**src/rtl/cheby_t_table_writer.sv**
```systemverilog
// Chebyshev T(k)(x) table writer: streams T(0)..T(N_TERMS-1) for a latched
// Q1.15 point x into an external table through a valid/ready write port.
module cheby_t_table_writer #(
    parameter int N_TERMS = 8,
    parameter int ADDR_W  = 3
) (
    input  logic              c_clk,
    input  logic              c_rst_n,
    input  logic              c_start,
    input  logic [15:0]       i_x,
    input  logic              c_wr_ready,
    output logic              o_wr_en,
    output logic [ADDR_W-1:0] o_wr_addr,
    output logic [15:0]       o_wr_data,
    output logic              o_busy,
    output logic              o_done,
    output logic              o_sat
);

    typedef enum logic [2:0] {
        S_IDLE,
        S_W0,
        S_W1,
        S_CALC,
        S_WR,
        S_DONE
    } state_t;

    localparam logic [ADDR_W-1:0] K_LAST = ADDR_W'(N_TERMS - 1);
    localparam logic [15:0]       T0_VAL = 16'h7FFF;

    state_t state;
    state_t state_nx;

    logic [ADDR_W-1:0] k;
    logic signed [15:0] x_reg;
    logic signed [15:0] t1;
    logic signed [15:0] t2;
    logic               sat_q;

    logic signed [31:0] prod;
    logic signed [31:0] q;
    logic signed [31:0] s;
    logic               clip_hi;
    logic               clip_lo;
    logic [15:0]        t_next;

    logic start_go;
    logic w0_go;
    logic calc_go;
    logic done_go;

    // t1 holds the last written term T(k), t2 the one before it
    assign prod    = x_reg * t1;
    assign q       = prod >>> 14;
    assign s       = q - 32'(t2);
    assign clip_hi = s > 32'sd32767;
    assign clip_lo = s < -32'sd32768;

    always_comb begin
        t_next = s[15:0];
        if (clip_hi) begin
            t_next = 16'h7FFF;
        end else if (clip_lo) begin
            t_next = 16'h8000;
        end
    end

    always_ff @(posedge c_clk or negedge c_rst_n) begin
        if (!c_rst_n) begin
            state <= S_IDLE;
        end else begin
            state <= state_nx;
        end
    end

    always_comb begin
        state_nx  = state;
        o_wr_en   = 1'b0;
        o_wr_addr = '0;
        o_wr_data = '0;
        start_go  = 1'b0;
        w0_go     = 1'b0;
        calc_go   = 1'b0;
        done_go   = 1'b0;
        unique case (state)
            S_IDLE: begin
                if (c_start) begin
                    start_go = 1'b1;
                    state_nx = S_W0;
                end
            end
            S_W0: begin
                o_wr_en   = 1'b1;
                o_wr_data = T0_VAL;
                if (c_wr_ready) begin
                    w0_go    = 1'b1;
                    state_nx = S_W1;
                end
            end
            S_W1: begin
                o_wr_en   = 1'b1;
                o_wr_addr = k;
                o_wr_data = x_reg;
                if (c_wr_ready) begin
                    state_nx = (k == K_LAST) ? S_DONE : S_CALC;
                end
            end
            S_CALC: begin
                calc_go  = 1'b1;
                state_nx = S_WR;
            end
            S_WR: begin
                o_wr_en   = 1'b1;
                o_wr_addr = k;
                o_wr_data = t1;
                if (c_wr_ready) begin
                    state_nx = (k == K_LAST) ? S_DONE : S_CALC;
                end
            end
            S_DONE: begin
                done_go  = 1'b1;
                state_nx = S_IDLE;
            end
            default: begin
                state_nx = S_IDLE;
            end
        endcase
    end

    always_ff @(posedge c_clk or negedge c_rst_n) begin
        if (!c_rst_n) begin
            k     <= '0;
            x_reg <= '0;
            t1    <= '0;
            t2    <= '0;
            sat_q <= 1'b0;
        end else begin
            if (start_go) begin
                x_reg <= i_x;
                sat_q <= 1'b0;
                k     <= '0;
            end
            if (w0_go) begin
                k  <= ADDR_W'(1);
                t2 <= T0_VAL;
                t1 <= x_reg;
            end
            if (calc_go) begin
                t2 <= t1;
                t1 <= t_next;
                k  <= k + ADDR_W'(1);
                if (clip_hi || clip_lo) begin
                    sat_q <= 1'b1;
                end
            end
            if (done_go) begin
                k <= '0;
            end
        end
    end

    assign o_busy = (state != S_IDLE);
    assign o_done = (state == S_DONE);
    assign o_sat  = sat_q;

endmodule

```
**config.mk**
```make
export PLATFORM = sky130hd
export DESIGN_NAME = cheby_t_table_writer
export DESIGN_NICKNAME = d
export VERILOG_FILES = /design/src/rtl/cheby_t_table_writer.sv
export SDC_FILE = /design/constraint.sdc
export NUM_CORES = 1
export LEC_CHECK = 0
export CAP_MARGIN = 25
export CORE_ASPECT_RATIO = 1.2
export CORE_MARGIN = 2
export CORE_UTILIZATION = 30
export CTS_BUF_LIST = sky130_fd_sc_hd__clkbuf_8
export DETAILED_ROUTE_END_ITERATION = 8
export PLACE_DENSITY = 0.53
export SLEW_MARGIN = 0
export SYNTH_ARGS = -nofsm -noshare
export SYNTH_HDL_FRONTEND = slang
export SYNTH_SLANG_ARGS = --single-unit
```
**constraint.sdc**
```tcl
create_clock -name c_clk -period 19.07 [get_ports c_clk]
set_clock_uncertainty 0.15 [all_clocks]
set_input_delay 1.907 -clock c_clk [delete_from_list [all_inputs] [get_ports c_clk]]
set_output_delay 1.907 -clock c_clk [all_outputs]
set_load 0.005 [all_outputs]
```
==> Word-level counts from Yosys, hierarchy flattened <==
Cells that the tools add are included.
{ "totals": {"output_inout_bits": 23, "wordCells": 55, "reg_bits": 55} }
{ "op_classes": {"reduce_logical": 8, "mul": 1, "add_sub_neg": 2, "eq_ne": 9, "muxes": 27, "magnitude_cmp": 2} }
{ "ops": {"columns": ["cell", "n"], "rows": [
  ["two-way mux 16 bit", 6],
  ["one-hot mux 16 bit (3 select lines)", 1],
  ["multiplier 16 x 16 -> 32 bit", 1],
  ["two-way mux 3 bit", 9],
  ["greater-than comparator 19 x 16 -> 1 bit (second input constant)", 1],
  ["less-than comparator 19 x 16 -> 1 bit (second input constant)", 1],
  ["subtractor 18 x 16 -> 19 bit", 1],
  ["one-hot mux 3 bit (4 select lines)", 1],
  ["two-way mux 1 bit", 10],
  ["equality test 3 bit (second input constant)", 3],
  ["equality test 3 x 2 -> 1 bit (second input constant)", 2],
  ["inequality test 2 bit (second input constant)", 2],
  ["nonzero test 4 bit", 1],
  ["adder 3 x 1 -> 3 bit (second input constant)", 1],
  ["equality test 3 x 1 -> 1 bit (second input constant)", 1],
  ["zero test 3 bit", 1],
  ["AND reduction 3 bit", 1],
  ["nonzero test 3 bit", 1],
  ["OR reduction 3 bit", 1],
  ["inequality test 2 x 1 -> 1 bit (second input constant)", 1],
  ["nonzero test 2 bit", 1],
  ["OR reduction 2 bit", 1],
  ["logical OR 1 bit", 1]
]} }

==> Logic depth before layout (Yosys ltp) <==
{ "depth": {"word_depth": 6, "ltp_mapped": 34, "depth_no_buf": 31} }

==> Least setup slack after synthesis <==
Ideal clock, no wire load.
{ "synth_path": {"path_type": "flip-flop to flip-flop", "start": "register x_reg[15]", "end": "register t1[14]", "setup_ps": 146, "arrival_time_ps": 7819, "synth_period_minus_slack_ps": 8115, "path_slack_ps": 10955, "path_stages_with_launch": 33, "required_ps": 18774, "path_cell_list": "dfrtp_1 clkbuf_1 clkbuf_1 nand2_1 inv_1 fa_1 inv_1 fa_1 inv_1 fa_1 fa_1 fa_1 inv_1 fa_1 inv_1 ha_1 o21ai_0 o21ba_2 o211ai_1 or2_2 a31o_2 a21oi_1 xnor2_1 ha_1 a21oi_1 o21ai_0 or3_1 o211ai_1 o311ai_2 or4_4 nand2_4 buf_8 o221ai_1"} }
{ "synth_between": {"elab_chain_cells": 6} }
{ "synth_lines": {"columns": ["element", "line_no", "text"], "rows": [
  ["start: declaration", "36", "logic signed [15:0] x_reg;"],
  ["start signal: assignment", "140", "x_reg <= i_x;"],
  ["multiplier 16 x 16 -> 32 bit (*)", "54", "assign prod = x_reg * t1;"],
  ["subtractor 18 x 16 -> 19 bit (*)", "56", "assign s = q - 32'(t2);"],
  ["less-than comparator 19 x 16 -> 1 bit", "58", "assign clip_lo = s < -32'sd32768;"],
  ["two-way mux 16 bit", "64", "end else if (clip_lo) begin"],
  ["two-way mux 16 bit (*)", "62", "if (clip_hi) begin"],
  ["two-way mux 16 bit (*)", "149", "if (calc_go) begin"],
  ["end signal: assignment", "147", "t1 <= x_reg;"],
  ["end signal: assignment", "151", "t1 <= t_next;"],
  ["end: declaration", "37", "logic signed [15:0] t1;"]
]} }
Every way passes the cells marked *; elsewhere a longest branch is shown, timed or not.
A chain may end at the register's enable or synchronous reset.

==> Worst setup path after layout <==
Same ends and word-level chain as after synthesis.

==> impl_metrics.csv <==
group,metric,value,unit
cts,max-clock-path-buffers,2,
logic_synthesis,yosysUniqueCellTypes,66,
logic_synthesis,synth_ff_type,"dfrtp_1",
logic_synthesis,synth-edff-count,0,
logic_synthesis,synth.largest_area_cell,"fa_1",
min_path,hold_path.class,"reg2reg",
detailed_routing,via_count,9587,
cts,holdBufCountCts,0,
grt,antenna_found_initial,0,
timing,final.setup.tns,0,ns
cts,htree_levels,2,
final_layout,syn_to_final_growth,7.00,%
grt,grt_pass1_vias,10300,
timing,fmax,0.109,GHz
cts,cts-root-buf,"clkbuf_8",
floorplan,core,0.0430,mm^2
timing,hold_viol,0,
cts,cts_buffers,5,
worst_setup_path,critPathLaunchType,"flop",
worst_setup_path,crit_type,"reg2reg",
logic_synthesis,ys_warn_count,0,
job,drv_cap,0,
floorplan,io_pins,43,
timing,finalCritPeriodShare,48.0,%
logic_synthesis,ys_async_sr_fraction,100,%
timing,worst_pin_slew,0.998,ns
floorplan,rows,83,
cts,cts_setup_buffers,0,
grt,grt_overflow,0,
logic_synthesis,netlist_area,0.0131,mm^2
floorplan,start_util,30.5,%
final_layout,final_common_cell,"inv_1",
detailed_routing,ant_nets,0,
final_layout,num-fill-cells,4505,
grt,grt_max_degree,56,
detailed_routing,first_pass_iters,5,
timing,fin_crit,9.16,ns
placed_design,detailed_place_hpwl,27.0,mm
final_layout,nets,1818,
floorplan,die_area,0.0454,mm^2
worst_setup_path,critPathArrivalTime,9.19,ns
timing,whs,0.344,ns
logic_synthesis,syn_area_per_cell,9.01,um^2
logic_synthesis,yosysTopAreaCellShare,40.0,%
cts,clkSinkCount,55,
detailed_routing,drt_iter0_drc,530,
timing,slew_headroom,33.4,%
worst_setup_path,end_kind,"flop",
timing,setup_violations,0,
cts,path_clk_slew,0.12,ns
placed_design,place.gp.congestion,0.831,
timing,drv_slew,0,
cts,clk_latency,0.33,ns
final_layout,utilization,32.6,%
detailed_routing,wl_per_cell,17.3,um
detailed_routing,drt_wl_total,34.5,mm
detailed_routing,via_per_inst,4.82,
worst_setup_path,cp_max_fo,19,
logic_synthesis,yosysSeqAreaShare,10.5,%
cts,post_cts_resized,0,
detailed_routing,drc,0,
logic_synthesis,synthesis.nets,1836,
cts,cts_tree,"built",
floorplan,fp.dieH,233,um
final_layout,mostFrequentLayoutCells,"inv_1, fa_1, nand2_1, and2_1, ha_1",
logic_synthesis,yosys-top-cells-area,"fa_1, dfrtp_1, ha_1",
floorplan,die_w,195,um
placed_design,port_buffers,42,
timing,grt_setup_unrepaired,"false",
grt,grt_pass1_wl,56.5,mm
logic_synthesis,ys_ff_latch,55,
logic_synthesis,synth_cells,1455,
final_layout,drive_above_1_share,3.06,%
status,status,"completed",
grt,grtUsageTotal,15.9,%
final_layout,antenna_cells,0,
worst_setup_path,cp.required,19.10,ns
## final timing paths
check | start | endpoint | slack [ns] | depth (start not counted)
max reg2reg | x_reg[15] | t1[14] | 9.91 | 26
max in group asynchronous | c_rst_n | x_reg[3] | 16.69 | 2
max | x_reg[15] | t1[14] | 9.91 | 26
min reg2reg | x_reg[8] | x_reg[8] | 0.34 | 2
min in group asynchronous | c_rst_n | t2[11] | 1.57 | 2
min | x_reg[8] | x_reg[8] | 0.34 | 2
## worst max-delay path: stages (launching register included)
cell	delay (ns)
dfrtp_1	0.70
nand2_1	0.25
inv_1	0.11
fa_1	0.70
inv_1	0.13
fa_1	0.78
inv_1	0.23
fa_1	0.52
fa_1	0.57
fa_1	0.42
fa_1	0.45
ha_1	0.35
a21o_1	0.21
a21o_1	0.18
a21o_1	0.19
nor3_1	0.14
a21oi_1	0.13
and4_1	0.22
a2111oi_0	0.46
xnor2_1	0.12
ha_1	0.37
nor2b_1	0.18
nand3b_1	0.09
o311ai_0	0.17
o21a_1	0.23
a31oi_2	0.68
o221ai_1	0.24
## cell families (layout without fill, tap and decap cells)
logic type	after synthesis	count (layout)	synth area share (%)
mux	3	3	0.229
fa+ha+maj	361	361	49.5
flops	55	55	10.5
xor+xnor	41	41	2.74
buf+inv	400	383	12.3
simple gates	412	412	15.4
compound gates	183	183	9.33
## layout make-up
type / instances / area [um^2] / share of cell area [%]
Clock buffer: 5 / 68.8 / 0.491
Clock inverter: 3 / 33.8 / 0.241
Inverter: 313 / 1170 / 8.38
Multi-Input combinational cell: 1000 / 10100 / 72.1
Sequential cell: 55 / 1380 / 9.82
Tap cell: 552 / 691 / 4.93
Timing Repair Buffer: 62 / 566 / 4.03
## routing by layer
metal / vias to the layer above / wire length, um / track usage (%)
li1: 4381 / - / -
met1: 5003 / 14300 / 20.0
met2: 177 / 18500 / 30.2
met3: 26 / 1010 / 0.928
met4: 0 / 619 / 2.98
met5: - / 0 / 0
## metrics by stage
step | area (um^2) | cells | worst slack [ns]
floorplan | 13100 | 1455 | 10.96
global placement | 13900 | 1982 | 10.13
detailed placement | 13900 | 1982 | 10.0
CTS | 14000 | 1990 | 9.95
global route | 14000 | 1990 | 9.40
finish | 14000 | 1990 | 9.91
## Yosys cell counts (22+ instances only)
cell type,instances
fa_1,262
a21oi_1,38
dfrtp_1,55
nor2_1,46
clkbuf_1,69
and2_1,125
o21ai_0,37
a22oi_1,22
xnor2_1,30
nand2_1,185
inv_1,313
ha_1,99
Power is left out: the tool's default activity adds up to more than one toggle a clock period on the data nets, which glitch-free logic cannot reach.
